$ cat config.mk
export PLATFORM = sky130hd
export DESIGN_NAME = conv_3x3_stream_feeder
export DESIGN_NICKNAME = d
export VERILOG_FILES = /design/src/rtl/conv_3x3_stream_feeder.sv
export SDC_FILE = /design/constraint.sdc
export NUM_CORES = 1
export LEC_CHECK = 0
export CORE_ASPECT_RATIO = 0.75
export CORE_UTILIZATION = 40
export DETAILED_ROUTE_END_ITERATION = 10
export GPL_ROUTABILITY_DRIVEN = 0
export HOLD_SLACK_MARGIN = 0.06
export PLACE_DENSITY = 0.69
export SETUP_SLACK_MARGIN = 0.2
export SLEW_MARGIN = 40
export SYNTH_ARGS = -nofsm -noshare
export SYNTH_HDL_FRONTEND = slang
export SYNTH_SLANG_ARGS = --single-unit
$ cat constraint.sdc
create_clock -name clk -period 2.3 [get_ports clk]
set_input_delay 0.345 -clock clk [delete_from_list [all_inputs] [get_ports clk]]
set_output_delay 0.345 -clock clk [all_outputs]
set_load 0.1 [all_outputs]
$ cat src/rtl/conv_3x3_stream_feeder.sv
// Streams weights then raster pixels for each (ch_out, ch_in) pass into a 3x3 conv core.
// Latency: read strobe at t, RAM data at t+1, registered beat on output at t+2.
// No backpressure: every valid beat is consumed. Optional macro FEEDER_PASS_GAP_EN stretches inter-pass idle.
module conv_3x3_stream_feeder #(
  parameter int DATA_WIDTH      = 32,
  parameter int IMAGE_WIDTH     = 64,
  parameter int IMAGE_HEIGHT    = 64,
  parameter int CHANNEL_NUM_IN  = 64,
  parameter int CHANNEL_NUM_OUT = 64,
  parameter int KERNEL          = 3,
  parameter int FMAP_ADDR_WIDTH = 18,
  parameter int W_ADDR_WIDTH    = 16,
  parameter int GAP_CYCLES      = 4
) (
  input  logic                       clk,
  input  logic                       reset,
  input  logic                       start,
  output logic                       fmap_rd_en,
  output logic [FMAP_ADDR_WIDTH-1:0] fmap_rd_addr,
  input  logic [DATA_WIDTH-1:0]      fmap_rd_data,
  output logic                       w_rd_en,
  output logic [W_ADDR_WIDTH-1:0]    w_rd_addr,
  input  logic [DATA_WIDTH-1:0]      w_rd_data,
  output logic                       valid_out,
  output logic [DATA_WIDTH-1:0]      pxl_out,
  output logic                       valid_weight_out,
  output logic [DATA_WIDTH-1:0]      weight_out,
  output logic                       busy,
  output logic                       done
);

  localparam int KERNEL_SIZE = KERNEL * KERNEL;
  localparam int IMAGE_SIZE  = IMAGE_WIDTH * IMAGE_HEIGHT;
  localparam int KW  = (KERNEL_SIZE > 1) ? $clog2(KERNEL_SIZE) : 1;
  localparam int PW  = (IMAGE_SIZE > 1) ? $clog2(IMAGE_SIZE) : 1;
  localparam int CIW = (CHANNEL_NUM_IN > 1) ? $clog2(CHANNEL_NUM_IN) : 1;
  localparam int COW = (CHANNEL_NUM_OUT > 1) ? $clog2(CHANNEL_NUM_OUT) : 1;

  // NEXT is one bookkeeping cycle, optionally followed by extra idle cycles so the
  // conv line buffer can drain before the next pass starts.
`ifdef FEEDER_PASS_GAP_EN
  localparam int NEXT_LEN = GAP_CYCLES + 1;
`else
  localparam int NEXT_LEN = 1;
  logic unused_gap;
  assign unused_gap = (GAP_CYCLES != 0);
`endif
  localparam int GW = (NEXT_LEN > 1) ? $clog2(NEXT_LEN) : 1;

  typedef enum logic [2:0] {IDLE, LOAD_W, LOAD_P, NEXT, DONE} state_t;

  state_t           state, state_nxt;
  logic             armed;
  logic [KW-1:0]    k_cnt;
  logic [PW-1:0]    p_cnt;
  logic [CIW-1:0]   ch_in;
  logic [COW-1:0]   ch_out;
  logic [GW-1:0]    gap_cnt;
  logic             w_vld_q, p_vld_q;
  logic             w_last, p_last, in_last, out_last, gap_last;

  assign w_last   = (k_cnt == KW'(KERNEL_SIZE - 1));
  assign p_last   = (p_cnt == PW'(IMAGE_SIZE - 1));
  assign in_last  = (ch_in == CIW'(CHANNEL_NUM_IN - 1));
  assign out_last = (ch_out == COW'(CHANNEL_NUM_OUT - 1));
  assign gap_last = (gap_cnt == GW'(NEXT_LEN - 1));

  // State register.
  always_ff @(posedge clk or negedge reset) begin
    if (!reset) state <= IDLE;
    else        state <= state_nxt;
  end

  // Blocks a start that arrives on the same edge that reset is released.
  always_ff @(posedge clk or negedge reset) begin
    if (!reset) armed <= 1'b0;
    else        armed <= 1'b1;
  end

  // Next-state logic and read strobes; the final pass skips the gap and goes straight to DONE.
  always_comb begin
    state_nxt  = state;
    w_rd_en    = 1'b0;
    fmap_rd_en = 1'b0;
    busy       = (state != IDLE);
    case (state)
      IDLE:    if (start && armed) state_nxt = LOAD_W;
      LOAD_W: begin
        w_rd_en = 1'b1;
        if (w_last) state_nxt = LOAD_P;
      end
      LOAD_P: begin
        fmap_rd_en = 1'b1;
        if (p_last) state_nxt = NEXT;
      end
      NEXT: begin
        if (in_last && out_last) state_nxt = DONE;
        else if (gap_last)       state_nxt = LOAD_W;
      end
      DONE:    state_nxt = IDLE;
      default: state_nxt = IDLE;
    endcase
  end

  // Beat counters, channel counters and running RAM addresses (weights are fully sequential).
  always_ff @(posedge clk or negedge reset) begin
    if (!reset) begin
      k_cnt        <= '0;
      p_cnt        <= '0;
      ch_in        <= '0;
      ch_out       <= '0;
      gap_cnt      <= '0;
      fmap_rd_addr <= '0;
      w_rd_addr    <= '0;
    end else begin
      case (state)
        IDLE: if (state_nxt == LOAD_W) begin
          k_cnt        <= '0;
          p_cnt        <= '0;
          ch_in        <= '0;
          ch_out       <= '0;
          gap_cnt      <= '0;
          fmap_rd_addr <= '0;
          w_rd_addr    <= '0;
        end
        LOAD_W: begin
          k_cnt     <= w_last ? '0 : k_cnt + 1'b1;
          w_rd_addr <= w_rd_addr + 1'b1;
        end
        LOAD_P: begin
          p_cnt        <= p_last ? '0 : p_cnt + 1'b1;
          fmap_rd_addr <= fmap_rd_addr + 1'b1;
        end
        NEXT: begin
          if (state_nxt == NEXT) begin
            gap_cnt <= gap_cnt + 1'b1;
          end else begin
            gap_cnt <= '0;
            ch_in   <= in_last ? '0 : ch_in + 1'b1;
            if (in_last) begin
              fmap_rd_addr <= '0;
              ch_out       <= out_last ? '0 : ch_out + 1'b1;
            end
          end
        end
        default: ;
      endcase
    end
  end

  // Two-stage output pipeline: strobe delay matches RAM latency, then register the beat.
  always_ff @(posedge clk or negedge reset) begin
    if (!reset) begin
      w_vld_q          <= 1'b0;
      p_vld_q          <= 1'b0;
      valid_weight_out <= 1'b0;
      valid_out        <= 1'b0;
      weight_out       <= '0;
      pxl_out          <= '0;
      done             <= 1'b0;
    end else begin
      w_vld_q          <= w_rd_en;
      p_vld_q          <= fmap_rd_en;
      valid_weight_out <= w_vld_q;
      valid_out        <= p_vld_q;
      if (w_vld_q) weight_out <= w_rd_data;
      if (p_vld_q) pxl_out    <= fmap_rd_data;
      done             <= (state == DONE);
    end
  end

endmodule

; ---- Yosys cells after proc, flatten, opt, wreduce, memory -nomap -nowiden
; Index checks and enable logic that the tools add are counted.
[word_totals]
register_bits = 136
ramBits = 0
mem_count = 0
output_inout_bits = 104
mem_bits_ro = 0
latch_bits = 0
[op_classes]
mux = 31
bitwise = 0
n_addsub = 7
shifts = 0
n_mul = 0
n_reduce_logical = 14
div_mod_pow = 0
order_cmp = 0
n_eq_ne = 13
[ops]
columns = cell, n
row1 = two-way mux 18 bit, 3
row2 = case mux 18 bit (3 select lines), 1
row3 = two-way mux 6 bit, 6
row4 = case mux 16 bit (2 select lines), 1
row5 = two-way mux 12 bit, 2
row6 = case mux 12 bit (2 select lines), 1
row7 = case mux 6 bit (2 select lines), 2
row8 = "adder 18 x 1 -> 18 bit, second input constant", 1
row9 = "adder 16 x 1 -> 16 bit, second input constant", 1
row10 = two-way mux 16 bit, 1
row11 = two-way mux 3 bit, 5
row12 = "adder 12 x 1 -> 12 bit, second input constant", 1
row13 = "adder 6 x 1 -> 6 bit, second input constant", 2
row14 = "== test 12 bit, second input constant", 1
row15 = "== test 6 bit, second input constant", 2
row16 = case mux 3 bit (4 select lines), 1
row17 = "== test 3 x 2 -> 1 bit, second input constant", 3
row18 = two-way mux 4 bit, 2
row19 = case mux 4 bit (2 select lines), 1
row20 = AND reduction 4 bit, 2
row21 = "== test 3 x 1 -> 1 bit, second input constant", 2
row22 = "inequality test 2 bit, second input constant", 3
row23 = AND reduction 2 bit, 3
row24 = nonzero test 2 bit, 3
row25 = 10 further kinds, 15

; ---- Logic depth before layout (Yosys ltp)
; Gate-level depths: netlist (run 1).
[logic_depth]
word_depth = 7
ltp_mapped = 8

; ---- Worst setup path after synthesis (run 1)
; No wires, ideal clock.
[synth_timing]
path_type = register to register
from = reg fmap_rd_addr[0]
to = reg fmap_rd_addr[10]
setup_time_ps = 166
arrival_time_ps = 2217
stages_incl_launch_ff = 7
period_less_slack_ps = 2383
setup_slack_ps = -83
path_buffers = 0
required_ps = 2134
path_cell_list = dfrtp_1 ha_1 nand3_1 nor2_1 a31oi_1 o21ai_0 o21ai_0
[synth_between]
elab_chain_cells = 2
[synth_rtl]
columns = item, line
row1 = "start, declared", 19  ; output logic [FMAP_ADDR_WIDTH-1:0] fmap_rd_addr,
row2 = "start signal, assigned", 132  ; fmap_rd_addr <= fmap_rd_addr + 1'b1;
row3 = adder 18 x 1 -> 18 bit, 132
row4 = case mux 18 bit (3 select lines), 116  ; case (state)
; Every way passes these cells.
; A chain may end at the register's enable or synchronous reset.

; ---- Final worst setup path (run 1)
[layout_timing]
from = reg state[1]
to = out w_rd_en
[layout_between]
elab_chain_cells = 2
[layout_rtl]
columns = item, line
row1 = "start, declared", 52  ; state_t state, state_nxt;
row2 = "start signal, assigned", 71  ; else state <= state_nxt;
row3 = == test 3 x 1 -> 1 bit, 86  ; case (state)
row4 = two-way mux 1 bit, 86
row5 = "end, declared", 21  ; output logic w_rd_en,
; Every way passes these cells.

==> results.txt, run 1 <==
- The run finished with clean final reports.
- The initial utilization of the core area, before any placement, comes to 41.2%.
* Die Width: 143 um
- Max-slew violation total from the final report: 0
* Fraction of final layout cells sized beyond drive strength 1: 32.3%
* Beginning of the worst register-to-register path: ch_out[0]
* Leading cell type by number of instances after synthesis: dfrtp_1
* Flops & latches, synth: 136
- Net load switching power: 1.54 mW
- The core region is 14500 um^2.
- Portion of total power attributed to combinational logic: 13.2%
- Sorting the synthesized cells by area gives the leading types as dfrtp_1, mux2_2, o21ai_0.
- Total Nets Final: 797
* Port buffer count: 170
- Hold Crit Class: in2async
- WP data arrival: 1.65 ns
* H-tree lvl count: 4
* Worst vdd ir: 0.465 mV
* Average wire per cell in the routed design: 16.1 um
* Sequential cell area fraction in the yosys report: 56.7%
- Row generation in the floorplan step produced 38 rows.
- Internal power: 4.23 mW
- Start point of the critical path: state[1]
- Initial antenna violation count: 0
* Clock power frac: 43.9%
- Number of sinks driven by the clock tree: 136
* Depth of the worst register-to-register path: 6
- TritonCTS clock tree: yes
- In the routed design, unresolved DRC markers number 0.
* Worst slew margin: 54.7%
- Pleak: 3.63 nW
* Unrepaired setup endpoints after global routing: no
- By count the netlist is led by dfrtp_1, mux2_2, o21ai_0.
- Yosys Warn Count: 0
* RR Endpoint: ch_out[0]
* Commonest register cell after synthesis: dfrtp_1
- Summed over all layers, the global routing overflow is 0.
- Switching part of the total: 26.7%
- Highest fanout seen on the critical path: 12
- Detail Route Antenna Nets: 0
- Global routing consumed, over all layers together, 20.3% of the routing resources.
* HPWL after DPL: 10700 um
- Die Y-Extent: 108 um
* Vias in the first global route: 4587
- After detailed routing, the total wire length is 15100 um.
- Area enclosed by the die boundary: 15500 um^2
- After synthesis, the share of flip-flops with an asynchronous set or reset is 100%.
- Number of enable flip-flop cells after synthesis: 0
- Reg-to-reg setup timing slack: 0.33 ns
- The clock passes through at most 2 buffers.
- Crit. End Element: output port
- Via/cell ratio: 5.15
* # IOs: 171
- Timing would allow up to 0.502 GHz.
* Global-route wire length before repair: 24000 um
- Clock-pin slew was measured on the worst setup and hold paths at 0.05 ns.
- Minimum clock period after layout: 1.99 ns
- Post-synth cell types: 49
* Post-synthesis instance total: 543
- Power per unit of standard cell area: 692 nW/um^2
* Final worst-path cycle share: 86.6%
- The worst setup path is launched from a flip-flop.
- The tool flagged a number of max-cap violations equal to 0.
- Setup CP Type: reg2out
- Final Hold Fails: 0
- Sum Neg Setup Slack: 0 ns
* Layout Skew: 0.00802 ns
- Antenna Diode Count: 0
- Sequential cells burn 43.0% of the power.
- Hold Slack: 0.430 ns
- The largest total area in the synthesized netlist belongs to dfrtp_1.
- Total setup violations reported at the end of the flow: 0
- In this run, the number of DRC markers left after iteration 0 of detailed routing was 261.
- Clock tree synthesis inserted a total of 17 buffers.
- Number of iterations in the first detailed-routing pass: 5
- Critical path data required time: 1.96 ns
- The area growth from synthesis to layout is 39.3%.
- The number of nets in the synthesized netlist is 617.
* Maximum number of pins on one net before global-route repair: 52
- Cell chosen for the clock root: clkbuf_16
- Mapped Area: 6000 um^2
* Via Count: 4821
- Worst skew pair latency: 0.42 ns
- After synthesis, the mean cell area works out to 11.0 um^2.
- The synthesized design devotes to its leading area cell type 56.7% of total area.
- Slew at the pin with the worst max-slew slack: 0.677 ns
worst max-delay path by stage:
stage	cells after the start	endpoint	slack, ns
6_report	3	w_rd_en	0.31
3_3_place_gp	6	fmap_rd_addr[16]	0.23
4_1_cts	3	w_rd_en	0.17
2_1_floorplan	5	w_rd_addr[10]	0.21
3_5_place_dp	6	fmap_rd_addr[12]	0.07
5_1_grt	7	ch_in[5]	0.19
critical path: stages, from the launching register on:
cell,delay [ns]
dfrtp_2,0.47
or3b_4,0.43
inv_4,0.13
buf_12,0.18
power groups by stage:
| stage | registers [mW] | clock network (mW) | logic, mW |
|---|---|---|---|
| after floorplan | 2.95 | 0 | 0.0513 |
| after global placement | 2.52 | 0 | 0.760 |
| after detailed placement | 2.52 | 0 | 0.764 |
| after CTS | 2.48 | 2.58 | 0.767 |
| after global routing | 2.49 | 2.70 | 0.787 |
| final | 2.48 | 2.53 | 0.761 |
repair_timing:
| action | in CTS | in global routing |
|---|---|---|
| cloned | 0 | 0 |
| pin swaps | 0 | 2 |
| gates resized for setup | 2 | 7 |
| setup endpoints to repair | 12 | 35 |
| hold buffers | 1 | 0 |
| hold endpoints to repair | 40 | 0 |
| buffers inserted | 0 | 2 |
cell families (layout without fill, tap and decap cells):
family	Yosys count	count (layout)	synth area share, %
other	1	1	0.0625
and+or+nand+nor	172	172	14.0
xor gates and xnor gates	3	3	0.438
muxes	69	69	12.9
buffers and inverters	33	226	2.40
AOI/OAI and AO/OA	122	122	12.0
DFF	136	136	56.7
adders and majority gates	7	7	1.46
flip-flops by register name, indices dropped and copies added, names as in the netlist, 3 cells and up:
register      cells
p_cnt            12
w_rd_addr        16
state             3
k_cnt             4
fmap_rd_addr     18
pxl_out          32
weight_out       32
ch_in             6
ch_out            6
through the flow:
stage                     worst slack (ns)  power (mW)  area [um^2]  std cells  utilization [%]
after floorplan                      0.211        3.00         6030        543                -
after global placement               0.229        3.28         7730        901             53.1
after detailed placement            0.0699        3.29         7730        901             53.1
after CTS                            0.173        5.83         8300        934             57.1
after global routing                 0.190        5.98         8350        936             57.4
final                                0.309        5.78         8350        936             57.4
placed cells by master, fill, tap and decap left out, drive strengths merged, types with 2 or more instances in the layout:
master	n
xor2	3
clkbuf	24
o41ai	4
ha	7
and3	7
inv	11
or3	6
buf	116
a21oi	20
nand3	29
nor2	45
o21ai	62
and2	3
a21o	2
a22o	3
o22ai	4
nand4	11
clkinv	7
o31ai	11
a31oi	9
nor3	8
nand2b	3
nand2	51
mux2	65
dfrtp	136
nor4	4
mux2i	4
clkdlybuf4s50	65
routing by layer:
metal	vias to the layer above	routed length (um)	global-route usage [%]
met5	-	0	0
met4	0	100	5.55
met3	10	1140	6.51
met2	163	7070	31.6
met1	2329	6780	27.3
li1	2319	-	-
cell type report:
| type | instances | area [um^2] |
|---|---|---|
| inverters | 12 | 47.5 |
| clock inverters | 8 | 71.3 |
| multi-input cells | 374 | 2480 |
| well taps | 200 | 250 |
| repair buffers | 182 | 1600 |
| flip-flops and latches | 136 | 3420 |
| fillers | 1199 | 6200 |
| clock buffers | 24 | 482 |
Note: power is estimated with default switching activity, not from simulation.
==> inputs of run 2 (changes only) <==
--- a/config.mk
+++ b/config.mk
@@ -6,6 +6,7 @@
 export NUM_CORES = 1
 export LEC_CHECK = 0
 export CORE_ASPECT_RATIO = 0.75
+export CORE_MARGIN = 3
 export CORE_UTILIZATION = 40
 export DETAILED_ROUTE_END_ITERATION = 10
 export GPL_ROUTABILITY_DRIVEN = 0
==> results.txt, run 2 (synthesis gave the netlist of run 1 again) <==
* Area enclosed by the die boundary: 16500 um^2
* Hold Slack: 0.448 ns
- The internal portion of the total power is 4.36 mW.
* CORE AREA: 14500 um^2
- Summed over all layers, the global routing overflow is 0.
- In this run the tightest slew margin relative to its limit is 50.3%.
- The number of hold violations in the final report was 0.
- Summed over all nets, the half-perimeter wirelength after detailed placement is 11300 um.
- The run finished with clean final reports.
- Fmax: 0.493 GHz
- Power per unit of standard cell area: 707 nW/um^2
- The initial utilization of the core area, before any placement, comes to 41.2%.
- The pre-antenna-repair detailed-routing pass consisted of 5 iterations.
- The worst path needs 2.03 ns of the cycle, external delays included.
* Maximum number of pins on one net before global-route repair: 55
- Switching part of the total: 26.5%
- After detailed routing, the average wire length per cell comes to 16.5 um.
- On the worst path, the slowest cell contributes a delay of 0.45 ns.
- Worst vdd ir: 0.511 mV
- Via/cell ratio: 5.18
* Net load switching power: 1.57 mW
- Element type at the critical path start: flip-flop
- Total of fill cells in the finished design: 1216
- Worst path setup slack after routing: 0.272 ns
* Uppermost layer routed: met5
- Max-cap violations in this run came to 0.
* Total Nets Final: 802
* # IOs: 171
* Via Count: 4865
- Detail Route Antenna Nets: 0
- Buffers placed on the I/O ports in this run total 170.
- In the final layout, the share of cells above drive strength 1 is 32.9%.
* Final worst-path cycle share: 88.2%
- STA classifies the critical path endpoint as an output port.
* Portion of total power attributed to combinational logic: 12.8%
* Beginning of the worst register-to-register path: ch_out[0]
* All-Layer GR Usage: 19.3%
- The die is 147 um wide.
* Initial antenna violation count: 3
- In the detailed route, the total length drawn on met3 is 1180 um.
- At the pin with the least slew margin, the transition time is 0.743 ns.
- Amount of wire on met2 after detailed routing: 7140 um
* Cell chosen for the clock root: clkbuf_16
- TritonCTS Buffers: 17
* Vias in the first global route: 4708
- Proportion of power drawn by flip-flops and latches: 41.9%
* Unrepaired setup endpoints after global routing: no
- Die Y-Extent: 112 um
- The routed design has 15500 um of wire.
* Total setup violations reported at the end of the flow: 0
- Pleak: 3.65 nW
* Area added between synthesis and finish: 39.8%
* WP data arrival: 1.68 ns
- Global-route wire length before repair: 25500 um
- The tightest min-delay check is of the in2async type.
- After clock tree synthesis, the clock-pin slew on the worst setup and hold paths is 0.06 ns.
- Antenna Diode Count: 0
- The library cell used most frequently in the layout, excluding fill and tap cells, is dfrtp_1.
- Number of standard-cell rows in the floorplan: 38
* Post-route DRC violation count: 0
- Highest fanout seen on the critical path: 8
- The critical path is of the reg2out type.
- H-tree lvl count: 4
* Initial detailed-routing violation count: 164
- Start point of the critical path: state[1]
- On the critical path, the stage with the largest delay is an instance of dfrtp_2.
* Longest Clk Path Bufs: 2
- Walking the worst path, the cells encountered are or3b_4, inv_6, buf_4, buf_12.
- TritonCTS built the clock tree.
- Top Registers: pxl_out: 32 flops, weight_out: 32 flops, fmap_rd_addr: 18 flops
- For the worst setup path, the data required time is 1.96 ns.
* Clock power frac: 45.3%
* Most used cells in the layout excluding fill and tap cells: dfrtp_1, buf_4, mux2_2, clkdlybuf4s50_1, o21ai_0
- For this block, wires on met1 add up to 7010 um.
- Worst slack after detailed placement: 0.163 ns
* Number of sinks driven by the clock tree: 136
* Sum Neg Setup Slack: 0 ns
* Layout Skew: 0.00601 ns
- The clock reaches the later pin of the worst-skew pair after 0.42 ns.
- The max-slew violation total from the final report was 0.
run 2: power groups by stage:
stage | Combinational (mW) | Sequential [mW] | Clock (mW)
global placement | 0.759 | 2.52 | 0
finish | 0.761 | 2.48 | 2.68
floorplan | 0.0513 | 2.95 | 0
CTS | 0.770 | 2.48 | 2.74
global route | 0.789 | 2.49 | 2.86
detailed placement | 0.766 | 2.52 | 0
run 2: cell type report:
type                       count  area, um^2  area share (%)
timing repair buffer         187        1610            19.2
tap                          200         250            2.98
inverter                      12        50.0           0.597
sequential                   136        3420            40.8
clock inverter                12         154            1.84
multi-input combinational    374        2470            29.4
clock buffer                  18         429            5.12
run 2: metrics by stage:
| stage | total power, mW | util (%) | cells | cell area, um^2 |
|---|---|---|---|---|
| after floorplan | 3.00 | - | 543 | 6030 |
| after global placement | 3.28 | 53.2 | 903 | 7730 |
| after detailed placement | 3.29 | 53.2 | 903 | 7730 |
| after CTS | 5.99 | 57.3 | 934 | 8340 |
| after global routing | 6.14 | 57.6 | 939 | 8380 |
| final | 5.93 | 57.6 | 939 | 8380 |
run 2: timing repair:
item	in CTS	in global routing
endpoints found under the setup margin	9	18
pin swaps	0	2
setup buffers	0	5
hold buffers	1	0
resized for setup	3	4
endpoints found under the hold margin	51	0
run 2: worst max-delay path, delay by kind of cell, from the launching register on:
family	cells	cell delay, ns
buffers and inverters	3	0.38
flip-flops	1	0.45
AND/OR/NAND/NOR	1	0.44
run 2: per-layer routing:
metal  track usage, %  vias to the layer above
met5                0                        -
met4             4.84                        6
met3             7.47                       18
met2             29.4                      128
met1             26.2                     2370
li1                 -                     2343
run 2: final timing paths:
kind	cells past startpoint	slack, ns	to
min in group clk	1	0.48	w_rd_addr[15]
worst min-delay path	2	0.45	weight_out[8]
worst max register to register	6	0.33	ch_out[0]
worst min register to register	1	0.48	w_rd_addr[15]
max in group asynchronous	3	1.14	w_rd_addr[8]
worst max-delay path	4	0.27	w_rd_en
==> inputs of run 3 (changes only) <==
--- a/config.mk
+++ b/config.mk
@@ -5,13 +5,13 @@
 export SDC_FILE = /design/constraint.sdc
 export NUM_CORES = 1
 export LEC_CHECK = 0
+export ABC_CLOCK_PERIOD_IN_PS = 2300
 export CORE_ASPECT_RATIO = 0.75
 export CORE_MARGIN = 3
-export CORE_UTILIZATION = 40
+export CORE_UTILIZATION = 35
 export DETAILED_ROUTE_END_ITERATION = 10
 export GPL_ROUTABILITY_DRIVEN = 0
 export HOLD_SLACK_MARGIN = 0.06
-export PLACE_DENSITY = 0.69
 export SETUP_SLACK_MARGIN = 0.2
 export SLEW_MARGIN = 40
 export SYNTH_ARGS = -nofsm -noshare
==> results.txt, run 3 (synthesis gave the netlist of run 1 again) <==
- Vias in the first global route: 4776
- Sum of overflow across all layers after global routing: 0
- At the worst endpoint, the required time is 1.96 ns.
- Area added between synthesis and finish: 40.3%
- The routed layout has 4989 vias.
- VDD sags by at most 0.449 mV.
* Unrepaired setup endpoints after global routing: no
- The number of hold violations in the final report came to 0.
- Initial detailed-routing violation count: 528
- Prior to clock tree synthesis, the placed netlist has a worst setup slack of 0.106 ns.
* Antenna Diode Count: 0
* Beginning of the worst register-to-register path: ch_out[0]
* Start point of the critical path: state[1]
- The die is 119 um tall.
- Final worst-path cycle share: 87.9%
- Commonest non-fill, non-tap cell in the layout: dfrtp_1
- Setup slack closes at 0.279 ns.
- The pre-antenna-repair detailed-routing pass consisted of 5 iterations.
* Crit. End Element: output port
* Minimum clock period after layout: 2.02 ns
- The root buffer cell chosen for the clock tree is clkbuf_16.
- Total setup violations reported at the end of the flow: 0
* Worst slew margin: 62.6%
- Post-route DRC violation count: 0
* Pleak: 3.63 nW
* Area enclosed by the die boundary: 18800 um^2
- Max-slew violation total from the final report: 0
* FF/Latch Area: 3430 um^2
- Hold Slack: 0.486 ns
- Global-route wire length before repair: 26300 um
* Power per unit of standard cell area: 694 nW/um^2
- Number of sinks driven by the clock tree: 136
- Across the run, the number of max-cap violations was 0.
* Total Nets Final: 803
- At the pin with the least slew margin, the transition time is 0.561 ns.
- The clock tree synthesis step divided the H-tree into 4 levels.
* Via/cell ratio: 5.25
- The count of cells in the finished layout, fillers not included, comes to 950.
- Final core utilization: 51.3%
* HPWL after DPL: 12200 um
- Total power for the finished layout comes to 5.84 mW.
- Initial core utilization: 36.5%
* Area occupied by multi-input gates: 2480 um^2
* TritonCTS Buffers: 17
- In this run the worst hold path is classified as in2async.
* Sum Neg Setup Slack: 0 ns
- The worst setup path is launched from a flip-flop.
* Port buffer count: 170
- Detailed-route wire length: 16900 um
- TritonCTS clock tree: yes
- Counting tap cells, the placed design contains a total of 913 instances.
* Total placed instance area: 7750 um^2
- The detail route stage leaves a number of antenna-violating nets equal to 0.
* Number of standard-cell rows in the floorplan: 40
- Dividing the detail-routed wire length by the instance count gives 17.8 um.
- In the layout the commonest cells are dfrtp_1, buf_4, mux2_2, clkdlybuf4s50_1, o21ai_0.
* Total of fill cells in the finished design: 1429
* Longest Clk Path Bufs: 2
- 171 I/O pins were placed.
- Die Width: 157 um
- Clock-pin slew was measured on the worst setup and hold paths at 0.06 ns.
* Area of all placed cells without fillers: 8410 um^2
- Initial antenna violation count: 0
* Maximum number of pins on one net before global-route repair: 61
- The flow ran to the end, and the final reports show no timing, DRC or antenna violations.
- Setup CP Type: reg2out
* Top Registers: pxl_out: 32 flops, weight_out: 32 flops, fmap_rd_addr: 18 flops
- Global routing consumed, over all layers together, 17.9% of the routing resources.
* Fraction of final layout cells sized beyond drive strength 1: 33.6%
* WP data arrival: 1.68 ns
- The total area inside the core boundary comes to 16400 um^2.
- For this run, the top clock speed supported by timing is 0.495 GHz.
- The later pin in the worst-skew pair is clocked with a latency of 0.42 ns.
* Layout Skew: 0.0107 ns
* Highest fanout seen on the critical path: 12
==> run 3: cell count changes in the layout (fill, tap and decap cells not counted), moves of 2 or more <==
cell,before,now
clkinvlp_4,3,7
nor2_1,44,42
bufinv_16,3,1
clkinv_2,3,1
clkbuf_8,0,3
==> run 3: final timing paths <==
| check | to | slack (ns) | cells after the start |
|---|---|---|---|
| worst max register to register | ch_out[0] | 0.32 | 6 |
| worst min register to register | p_cnt[5] | 0.49 | 1 |
| worst max-delay path | w_rd_en | 0.28 | 3 |
| worst min-delay path | ch_out[0] | 0.49 | 2 |
| max in group asynchronous | fmap_rd_addr[2] | 1.08 | 3 |
| min in group clk | p_cnt[5] | 0.49 | 1 |
==> run 3: metal layers <==
| metal | global-route usage, % | wire length, um | vias to the layer above |
|---|---|---|---|
| li1 | - | - | 2334 |
| met1 | 25.5 | 8150 | 2478 |
| met2 | 26.9 | 7560 | 163 |
| met3 | 5.16 | 1090 | 14 |
| met4 | 4.39 | 118 | 0 |
| met5 | 0 | 0 | - |
==> run 3: power breakdown <==
part / switching (mW) / leakage, nW / internal (mW)
sequential: 0.0302 / 1.61 / 2.45
combinational: 0.551 / 1.76 / 0.217
clock: 1.03 / 0.259 / 1.56
total: 1.61 / 3.63 / 4.23
==> run 3: critical path: stages, from the launching register on <==
cell        delay, ns
dfrtp_2          0.48
or3b_4           0.44
clkinvlp_4       0.15
buf_12           0.18
==> run 3: what timing repair did <==
item / CTS / global route
hold endpoints to repair: 51 / 0
setup endpoints to repair: 9 / 36
pin swaps: 0 / 2
hold buffers: 1 / 0
setup buffers: 2 / 4
gates resized for setup: 2 / 9
cloned: 0 / 0
==> run 3: cell type report <==
cell class,count,area share (%)
Clock inverter,10,1.16
Tap cell,210,3.12
Multi-Input combinational cell,374,29.5
Sequential cell,136,40.7
Clock buffer,20,5.55
Inverter,12,0.580
Timing Repair Buffer,188,19.4
